[src/rtl/cnt_compare_capture_if.sv]
// Bus bundle between the counter stage / software side and cnt_compare_capture.
// The slave modport is the compare/capture block; master is whoever drives it.
interface cnt_compare_capture_if #(
   parameter int WIDTH = 16
) ();
   logic [WIDTH-1:0] i_cnt;
   logic             i_ovf_flg;
   logic             i_cmp_wr;
   logic [WIDTH-1:0] i_cmp_data;
   logic             i_cap_trig;
   logic [2:0]       i_flg_clr;
   logic [2:0]       i_irq_en;
   logic [WIDTH-1:0] o_cmp_active;
   logic             o_cmp_match;
   logic             o_pwm;
   logic [WIDTH-1:0] o_cap_data;
   logic             o_cap_vld;
   logic [2:0]       o_flg;
   logic             o_irq;

   modport slave (
      input  i_cnt, i_ovf_flg, i_cmp_wr, i_cmp_data, i_cap_trig, i_flg_clr, i_irq_en,
      output o_cmp_active, o_cmp_match, o_pwm, o_cap_data, o_cap_vld, o_flg, o_irq
   );

   modport master (
      output i_cnt, i_ovf_flg, i_cmp_wr, i_cmp_data, i_cap_trig, i_flg_clr, i_irq_en,
      input  o_cmp_active, o_cmp_match, o_pwm, o_cap_data, o_cap_vld, o_flg, o_irq
   );
endinterface

[src/rtl/cnt_compare_capture.sv]
// Compare/capture stage: double-buffered compare, PWM, capture register, sticky flags, IRQ.
// Capture path is present only when CNT_CMP_CAPTURE_EN is defined.
module cnt_compare_capture #(
   parameter int WIDTH = 16
) (
   input  logic                  i_sysclk,
   input  logic                  i_sysrst,
   cnt_compare_capture_if.slave  bus
);

   logic [WIDTH-1:0] shadow_q;
   logic [WIDTH-1:0] active_q;
   logic             pending_q;
   logic             ovf_q;
   logic             eq_q;
   logic             match_q;
   logic             pwm_q;
   logic [2:0]       flg_q;
   logic             irq_q;

   logic             pe;
   logic             eq;
   logic             me;
   logic             reload;
   logic [WIDTH-1:0] active_post;
   logic [1:0]       cap_set;
   logic [2:0]       flg_n;

`ifdef CNT_CMP_CAPTURE_EN
   localparam logic [2:0] FLG_MASK = 3'b111;
`else
   localparam logic [2:0] FLG_MASK = 3'b001;
`endif

   // Match is judged against the active value as it stands before this cycle's reload.
   assign pe          = bus.i_ovf_flg & ~ovf_q;
   assign eq          = (bus.i_cnt == active_q);
   assign me          = eq & ~eq_q;
   assign reload      = pe & pending_q;
   assign active_post = reload ? shadow_q : active_q;
   assign flg_n       = ({cap_set, me} | (flg_q & ~bus.i_flg_clr)) & FLG_MASK;

   // NOTE: all state uses non-blocking assignment so every register samples pre-edge values;
   // that is what makes a same-cycle write and reload pick up the old shadow.
   always_ff @(posedge i_sysclk) begin
      if (!i_sysrst) begin
         shadow_q  <= '0;
         active_q  <= '0;
         pending_q <= 1'b0;
         ovf_q     <= 1'b0;
         eq_q      <= 1'b0;
         match_q   <= 1'b0;
         pwm_q     <= 1'b0;
         flg_q     <= '0;
         irq_q     <= 1'b0;
      end else begin
         ovf_q   <= bus.i_ovf_flg;
         eq_q    <= eq;
         match_q <= me;
         flg_q   <= flg_n;
         irq_q   <= |(flg_q & bus.i_irq_en);

         if (bus.i_cmp_wr) begin
            shadow_q  <= bus.i_cmp_data;
            pending_q <= 1'b1;
         end else if (reload) begin
            pending_q <= 1'b0;
         end

         if (reload) active_q <= shadow_q;

         // Period start wins over a coincident match, giving 100% duty at compare = all-ones.
         if (pe)      pwm_q <= (active_post != '0);
         else if (me) pwm_q <= 1'b0;
      end
   end

`ifdef CNT_CMP_CAPTURE_EN
   logic             cap_trig_q;
   logic             cap_vld_q;
   logic [WIDTH-1:0] cap_data_q;
   logic             cap_edge;

   assign cap_edge = bus.i_cap_trig & ~cap_trig_q;
   // Overrun is raised when a capture lands while the previous one is still unacknowledged.
   assign cap_set  = {cap_edge & flg_q[1], cap_edge};

   always_ff @(posedge i_sysclk) begin
      if (!i_sysrst) begin
         cap_trig_q <= 1'b0;
         cap_vld_q  <= 1'b0;
         cap_data_q <= '0;
      end else begin
         cap_trig_q <= bus.i_cap_trig;
         cap_vld_q  <= cap_edge;
         if (cap_edge) cap_data_q <= bus.i_cnt;
      end
   end

   assign bus.o_cap_data = cap_data_q;
   assign bus.o_cap_vld  = cap_vld_q;
`else
   logic unused_cap_trig;

   assign unused_cap_trig = bus.i_cap_trig;
   assign cap_set         = 2'b00;
   assign bus.o_cap_data  = '0;
   assign bus.o_cap_vld   = 1'b0;
`endif

   assign bus.o_cmp_active = active_q;
   assign bus.o_cmp_match  = match_q;
   assign bus.o_pwm        = pwm_q;
   assign bus.o_flg        = flg_q;
   assign bus.o_irq        = irq_q;

endmodule

[src/flat_wrapper.sv]
// flat-port wrapper written by rule: the top's interface ports become plain ports
module cnt_compare_capture_flat 
#(
   parameter int WIDTH = 16
)
  (i_sysclk, i_sysrst, bus_i_cnt, bus_i_ovf_flg, bus_i_cmp_wr, bus_i_cmp_data, bus_i_cap_trig, bus_i_flg_clr, bus_i_irq_en, bus_o_cmp_active, bus_o_cmp_match, bus_o_pwm, bus_o_cap_data, bus_o_cap_vld, bus_o_flg, bus_o_irq);
  cnt_compare_capture_if #(.WIDTH(WIDTH)) bus_i ();
  input  logic i_sysclk;
  input  logic i_sysrst;
  input wire logic [$bits(bus_i.i_cnt)-1:0] bus_i_cnt;
  input wire logic [$bits(bus_i.i_ovf_flg)-1:0] bus_i_ovf_flg;
  input wire logic [$bits(bus_i.i_cmp_wr)-1:0] bus_i_cmp_wr;
  input wire logic [$bits(bus_i.i_cmp_data)-1:0] bus_i_cmp_data;
  input wire logic [$bits(bus_i.i_cap_trig)-1:0] bus_i_cap_trig;
  input wire logic [$bits(bus_i.i_flg_clr)-1:0] bus_i_flg_clr;
  input wire logic [$bits(bus_i.i_irq_en)-1:0] bus_i_irq_en;
  output wire logic [$bits(bus_i.o_cmp_active)-1:0] bus_o_cmp_active;
  output wire logic [$bits(bus_i.o_cmp_match)-1:0] bus_o_cmp_match;
  output wire logic [$bits(bus_i.o_pwm)-1:0] bus_o_pwm;
  output wire logic [$bits(bus_i.o_cap_data)-1:0] bus_o_cap_data;
  output wire logic [$bits(bus_i.o_cap_vld)-1:0] bus_o_cap_vld;
  output wire logic [$bits(bus_i.o_flg)-1:0] bus_o_flg;
  output wire logic [$bits(bus_i.o_irq)-1:0] bus_o_irq;
  assign bus_i.i_cnt = bus_i_cnt;
  assign bus_i.i_ovf_flg = bus_i_ovf_flg;
  assign bus_i.i_cmp_wr = bus_i_cmp_wr;
  assign bus_i.i_cmp_data = bus_i_cmp_data;
  assign bus_i.i_cap_trig = bus_i_cap_trig;
  assign bus_i.i_flg_clr = bus_i_flg_clr;
  assign bus_i.i_irq_en = bus_i_irq_en;
  assign bus_o_cmp_active = bus_i.o_cmp_active;
  assign bus_o_cmp_match = bus_i.o_cmp_match;
  assign bus_o_pwm = bus_i.o_pwm;
  assign bus_o_cap_data = bus_i.o_cap_data;
  assign bus_o_cap_vld = bus_i.o_cap_vld;
  assign bus_o_flg = bus_i.o_flg;
  assign bus_o_irq = bus_i.o_irq;
  cnt_compare_capture #(.WIDTH(WIDTH)) u_core (.i_sysclk(i_sysclk), .i_sysrst(i_sysrst), .bus(bus_i));
endmodule
[config.mk]
export PLATFORM = sky130hd
export DESIGN_NAME = cnt_compare_capture_flat
export DESIGN_NICKNAME = d
export VERILOG_FILES = /design/src/rtl/cnt_compare_capture_if.sv /design/src/rtl/cnt_compare_capture.sv /design/src/flat_wrapper.sv
export SDC_FILE = /design/constraint.sdc
export NUM_CORES = 1
export LEC_CHECK = 0
export CAP_MARGIN = 20
export CORE_MARGIN = 2
export CORE_UTILIZATION = 30
export CTS_BUF_LIST = sky130_fd_sc_hd__clkbuf_4
export DETAILED_ROUTE_END_ITERATION = 8
export HOLD_SLACK_MARGIN = 0.03
export SETUP_SLACK_MARGIN = 0.4
export SLEW_MARGIN = 10
export SYNTH_ARGS = -nofsm -noshare
export SYNTH_HDL_FRONTEND = slang
export SYNTH_SLANG_ARGS = --single-unit
[constraint.sdc]
create_clock -name i_sysclk -period 2.1 [get_ports i_sysclk]
set_clock_uncertainty 0.2 [all_clocks]
set_input_delay 0.525 -clock i_sysclk [delete_from_list [all_inputs] [get_ports i_sysclk]]
set_output_delay 0.525 -clock i_sysclk [all_outputs]
set_load 0.03 [all_outputs]
======== Word level (Yosys, flattened, before mapping) ========
Index checks and enable logic that the tools add are counted.
word-level totals
  register bits after elaboration ......... 39
  input port bits ......................... 43
  output and inout port bits .............. 39
  word-level logic and storage cells ...... 28
operators by class
  equal/unequal tests ..................... 1
  multiplexer cells ....................... 5
  bitwise operators ....................... 9
  reduce and logical (&&, ||, !) cells .... 4
operator list
  cell                 count
  $eq A16 B16 Y1       1
  $mux W16             1
  $reduce_bool A16 Y1  1
  $and A1 B1 Y1        4
  $mux W1              4
  $reduce_bool A2 Y1   2
  $and A1 B3 Y3        1
  $not A1 Y1           3
  $reduce_or A3 Y1     1
  $or A1 B1 Y1         1

======== Longest topological paths before layout ========
  depth after elaboration ................. 6
  gate-level depth with buffers ........... 6

======== Least setup slack after synthesis ========
No wires, ideal clock.
  kind .................................... input to register
  from .................................... input port bus_i_cnt[6]
  to ...................................... register u_core.pwm_q (netlist: u_core.bus.o_pwm)
  setup time .............................. 134 ps
  arrival ................................. 1421 ps
  data required time ...................... 1766 ps
  path slack .............................. 345 ps
  stages on the path ...................... 5
  path through ............................ xor2_1 nor4_1 nand2_1 nor4_2 o32ai_1
on the way
  word-level cells in the longest chain between the ends .. 3
RTL lines
  item                          line                       source
  start: declaration            flat_wrapper.sv:10         input wire logic [$bits(bus_i.i_cnt)-1:0] bus_i_cnt;
  $eq A16 B16 Y1                cnt_compare_capture.sv:37  assign eq = (bus.i_cnt == active_q);
  $and A1 B1 Y1                 cnt_compare_capture.sv:38  assign me = eq & ~eq_q;
  $reduce_bool A2 Y1 (no line)  n/a
  end signal: assignment        cnt_compare_capture.sv:73  if (pe) pwm_q <= (active_post != '0);
  end: declaration              cnt_compare_capture.sv:17  logic pwm_q;
Every way passes these cells.
A chain may end at the register's enable or synchronous reset.

======== Worst setup path after layout ========
  from .................................... input port bus_i_cnt[7]
  to ...................................... register u_core.pwm_q (netlist: u_core.bus.o_pwm)
The elaborated chain is that of the path after synthesis.

==> key figures <==
Place
  • Cells after DPL: ~330
  • Buffers on Ports: 57
  • Minimum setup slack after placement: -304 ps
  • Weighted congestion at the end of routability-driven global placement: ~0.77
  • Detailed Place HPWL: roughly 3300 µm
  • Standard cell area after detailed placement: between 0.002 and 0.0025 mm²

Setup path
  • Setup slack on the worst flop-to-flop path: 300 ps
  • Critical Path Start: bus_i_cnt[7]
  • Largest fanout on the critical path: 3
  • Data required time of the critical path: 2130 ps
  • Arrival @ worst endpoint: 1830 ps
  • Terminus of the critical flop-to-flop path: u_core.bus.o_pwm
  • Critical path class: in2reg
  • Reg-to-reg critical path startpoint: u_core.bus.o_cmp_active[2]
  • Path depth of the worst reg2reg path: 5
  • Termination of the worst setup path: u_core.bus.o_pwm
  • Critical path launch point type: input pin
  • Crit path capture type: flip-flop

STA
  • Hold Fails Final Rpt: 0
  • Number of setup violations in the final report: 0
  • FMAX: 555 MHz
  • Final critical-path setup slack: 299 ps
  • RSZ-0062 raised after global routing: true
  • Post-route clock period utilization: between 80% and 90%
  • Count of pins over their slew limit: 0
  • Shortest clock period the worst path allows after layout: 1800 ps

Clock network
  • Root buf cell: sky130_fd_sc_hd__clkbuf_4
  • CTS tree: built
  • Clock latency at the later pin of the worst-skew pair: roughly 350 ps
  • CTS HTree Levels: 2
  • CTS buffer count: 5
  • Clock Path Buffers: 2
  • CTS clock-pin slew for the worst setup and hold paths: 120 ps
  • Post-CTS Hold Buffers: 0
  • CTS sink count: 39

Die
  • Die outline height: 80.3 µm
  • Core Footprint: 0.00557 mm²
  • Placement Rows: 27
  • Die area: between 0.006 and 0.007 mm²
  • I/O pin count: 82
  • Initial Util: 31.3%
  • Chip Width: 80.3 µm

Route
  • Routed wire per std cell: approximately 13 µm
  • Detailed Route WL: 4470 µm
  • Remaining antenna violation count: 0
  • Iter 0 DRT Violations: 72
  • DR DRC count: 0
  • Number of iterations in the first detailed-routing pass: 4
  • Routed via count divided by cell count: 4.44
  • Vias after detailed routing: 1526

Final layout
  • Commonest cells after routing, fill and taps aside: sky130_fd_sc_hd__nand2_1 (34), sky130_fd_sc_hd__clkdlybuf4s50_1 (28), sky130_fd_sc_hd__dfxtp_1 (25), sky130_fd_sc_hd__nor2_1 (19), sky130_fd_sc_hd__conb_1 (19)
  • Final instance area: ~0.0026 mm²
  • Synthesis-to-layout area growth: 47.5%
  • Layout cells sized above 1: roughly 25%
  • Non-filler cells, final: 344
  • Nets@finish: approximately 310
  • Most common library cell in the layout ignoring fill and taps: sky130_fd_sc_hd__nand2_1
  • Antenna diode instance count: 0

Synth
  • Number of synthesized register bits: 39
  • Cells after synthesis: 199
  • Share of the yosys chip area belonging to registers: 44.8%
  • Summed instance area of the synthesized netlist: 0.00174 mm²
  • Count of warnings emitted by yosys: 0
  • Library cells used by synthesis: 25
  • Per-instance average area after synthesis: 8.76 µm²

Run status
  • Result of the run: finished clean

Power
  • Reported leakage power: roughly 1.1 nW
  • Total power divided by cell area: 615 mW/mm²
  • Design Power: between 1.5 and 2 mW
  • IR Drop Worst-Case VDD: 302 µV

Global route
  • Total Routing Usage GR: 14.2%
  • First-pass GRT wire length: around 7000 µm
  • Initial antenna violation count: 0
  • Pin count of the biggest net entering global routing: 34
  • Global route total overflow: 0
  • Number of global-route vias before repair: 1400

Hold path
  • Type of the tightest min-delay check: reg2reg

Job
  • Maxcap violations: 0
==> power breakdown <==
part | switching (mW) | total (mW) | leakage, nW | internal, mW
clock network | 0.259 | 0.509 | 0.0452 | 0.251
registers | 0.0273 | 0.791 | 0.326 | 0.764
logic | 0.146 | 0.283 | 0.733 | 0.136
total | 0.432 | 1.58 | 1.10 | 1.15
==> flip-flops by register name, summed over array words and instances (netlist names) <==
signal,cells
u_core.bus.o_cmp_active,16
u_core.bus.o_cmp_match,1
u_core.bus.o_flg,1
u_core.bus.o_irq,1
u_core.bus.o_pwm,1
u_core.eq_q,1
u_core.ovf_q,1
u_core.pending_q,1
u_core.shadow_q,16
==> critical path, stage by stage <==
cell and delay, ps:
sky130_fd_sc_hd__clkdlybuf4s50_1 480, sky130_fd_sc_hd__xnor2_1 120, sky130_fd_sc_hd__nand4_1 210, sky130_fd_sc_hd__nor4_4 370, sky130_fd_sc_hd__o32ai_2 120
==> final cells by class <==
class,instances,area [µm²]
Fill cell,577,3000
Multi-Input combinational cell,150,918
Sequential cell,39,808
Timing Repair Buffer,74,671
Tap cell,72,90.1
Clock inverter,3,43.8
Clock buffer,5,37.5
Inverter,1,3.75
==> routing by layer <==
layer | vias up | track usage [%] | wire, µm
li1 | 776 | - | -
met5 | - | 0 | 0
met4 | 0 | 4.58 | 46
met3 | 5 | 3.71 | 345
met2 | 59 | 21.2 | 1960
met1 | 686 | 20.0 | 2120
==> stage by stage <==
step           hold slack [ps]  TNS (ps)  utilization (%)
6_report                   271         0             46.2
5_1_grt                    295         0             46.2
4_1_cts                    273         0             44.6
3_5_place_dp               259      -894             43.2
3_3_place_gp               260      -799             43.2
2_1_floorplan              239         0                -
==> Yosys cell counts <==
| master | instances | area, µm² |
|---|---|---|
| sky130_fd_sc_hd__dfxtp_1 | 39 | 781 |
| sky130_fd_sc_hd__nand2_1 | 34 | 128 |
| sky130_fd_sc_hd__a21oi_1 | 19 | 95.1 |
| sky130_fd_sc_hd__buf_4 | 19 | 143 |
| sky130_fd_sc_hd__nor2_1 | 19 | 71.3 |
| sky130_fd_sc_hd__mux2i_1 | 16 | 160 |
| sky130_fd_sc_hd__xnor2_1 | 8 | 70.1 |
| sky130_fd_sc_hd__xor2_1 | 8 | 70.1 |
| sky130_fd_sc_hd__nor4_1 | 7 | 43.8 |
| sky130_fd_sc_hd__clkbuf_1 | 5 | 18.8 |
| sky130_fd_sc_hd__and2_1 | 3 | 18.8 |
| sky130_fd_sc_hd__buf_2 | 3 | 15.0 |
| sky130_fd_sc_hd__nand4_1 | 3 | 18.8 |
| sky130_fd_sc_hd__nand2b_1 | 2 | 12.5 |
| sky130_fd_sc_hd__nor2b_1 | 2 | 12.5 |
| sky130_fd_sc_hd__nor3_1 | 2 | 10.0 |
| sky130_fd_sc_hd__nor4_2 | 2 | 25.0 |
| sky130_fd_sc_hd__and3_1 | 1 | 6.26 |
| sky130_fd_sc_hd__clkinv_1 | 1 | 3.75 |
| sky130_fd_sc_hd__conb_1 | 1 | 3.75 |
| sky130_fd_sc_hd__nand3_1 | 1 | 5.00 |
| sky130_fd_sc_hd__nand4b_1 | 1 | 8.76 |
| sky130_fd_sc_hd__o21a_1 | 1 | 7.51 |
| sky130_fd_sc_hd__o32ai_1 | 1 | 8.76 |
| sky130_fd_sc_hd__or4_1 | 1 | 7.51 |
==> what timing repair did <==
action / 4_1_cts / 5_1_grt
pin swaps: 4 / 10
cloned: 0 / 0
endpoints found under the setup margin: 24 / 20
resized for setup: 126 / 28
setup buffers: 3 / 4
==> worst min-delay path by stage <==
stage,startpoint,to,depth (start not counted)
2_1_floorplan,u_core.shadow_q[11],u_core.bus.o_cmp_active[11],2
3_3_place_gp,u_core.shadow_q[7],u_core.bus.o_cmp_active[7],2
3_5_place_dp,u_core.shadow_q[7],u_core.bus.o_cmp_active[7],2
4_1_cts,u_core.shadow_q[0],u_core.bus.o_cmp_active[0],2
5_1_grt,u_core.shadow_q[7],u_core.bus.o_cmp_active[7],2
6_report,u_core.shadow_q[0],u_core.bus.o_cmp_active[0],2
==> logic make-up after synthesis <==
kind of cell              count (synthesis)  synth area share [%]
buffers and inverters                    28                  10.3
DFF                                      39                  44.8
xor gates and xnor gates                 16                  8.03
AOI/OAI and AO/OA                        21                  6.38
and+or+nand+nor                          78                  21.1
other                                     1                 0.215
muxes                                    16                  9.18
(Power assumes the default switching activity.)
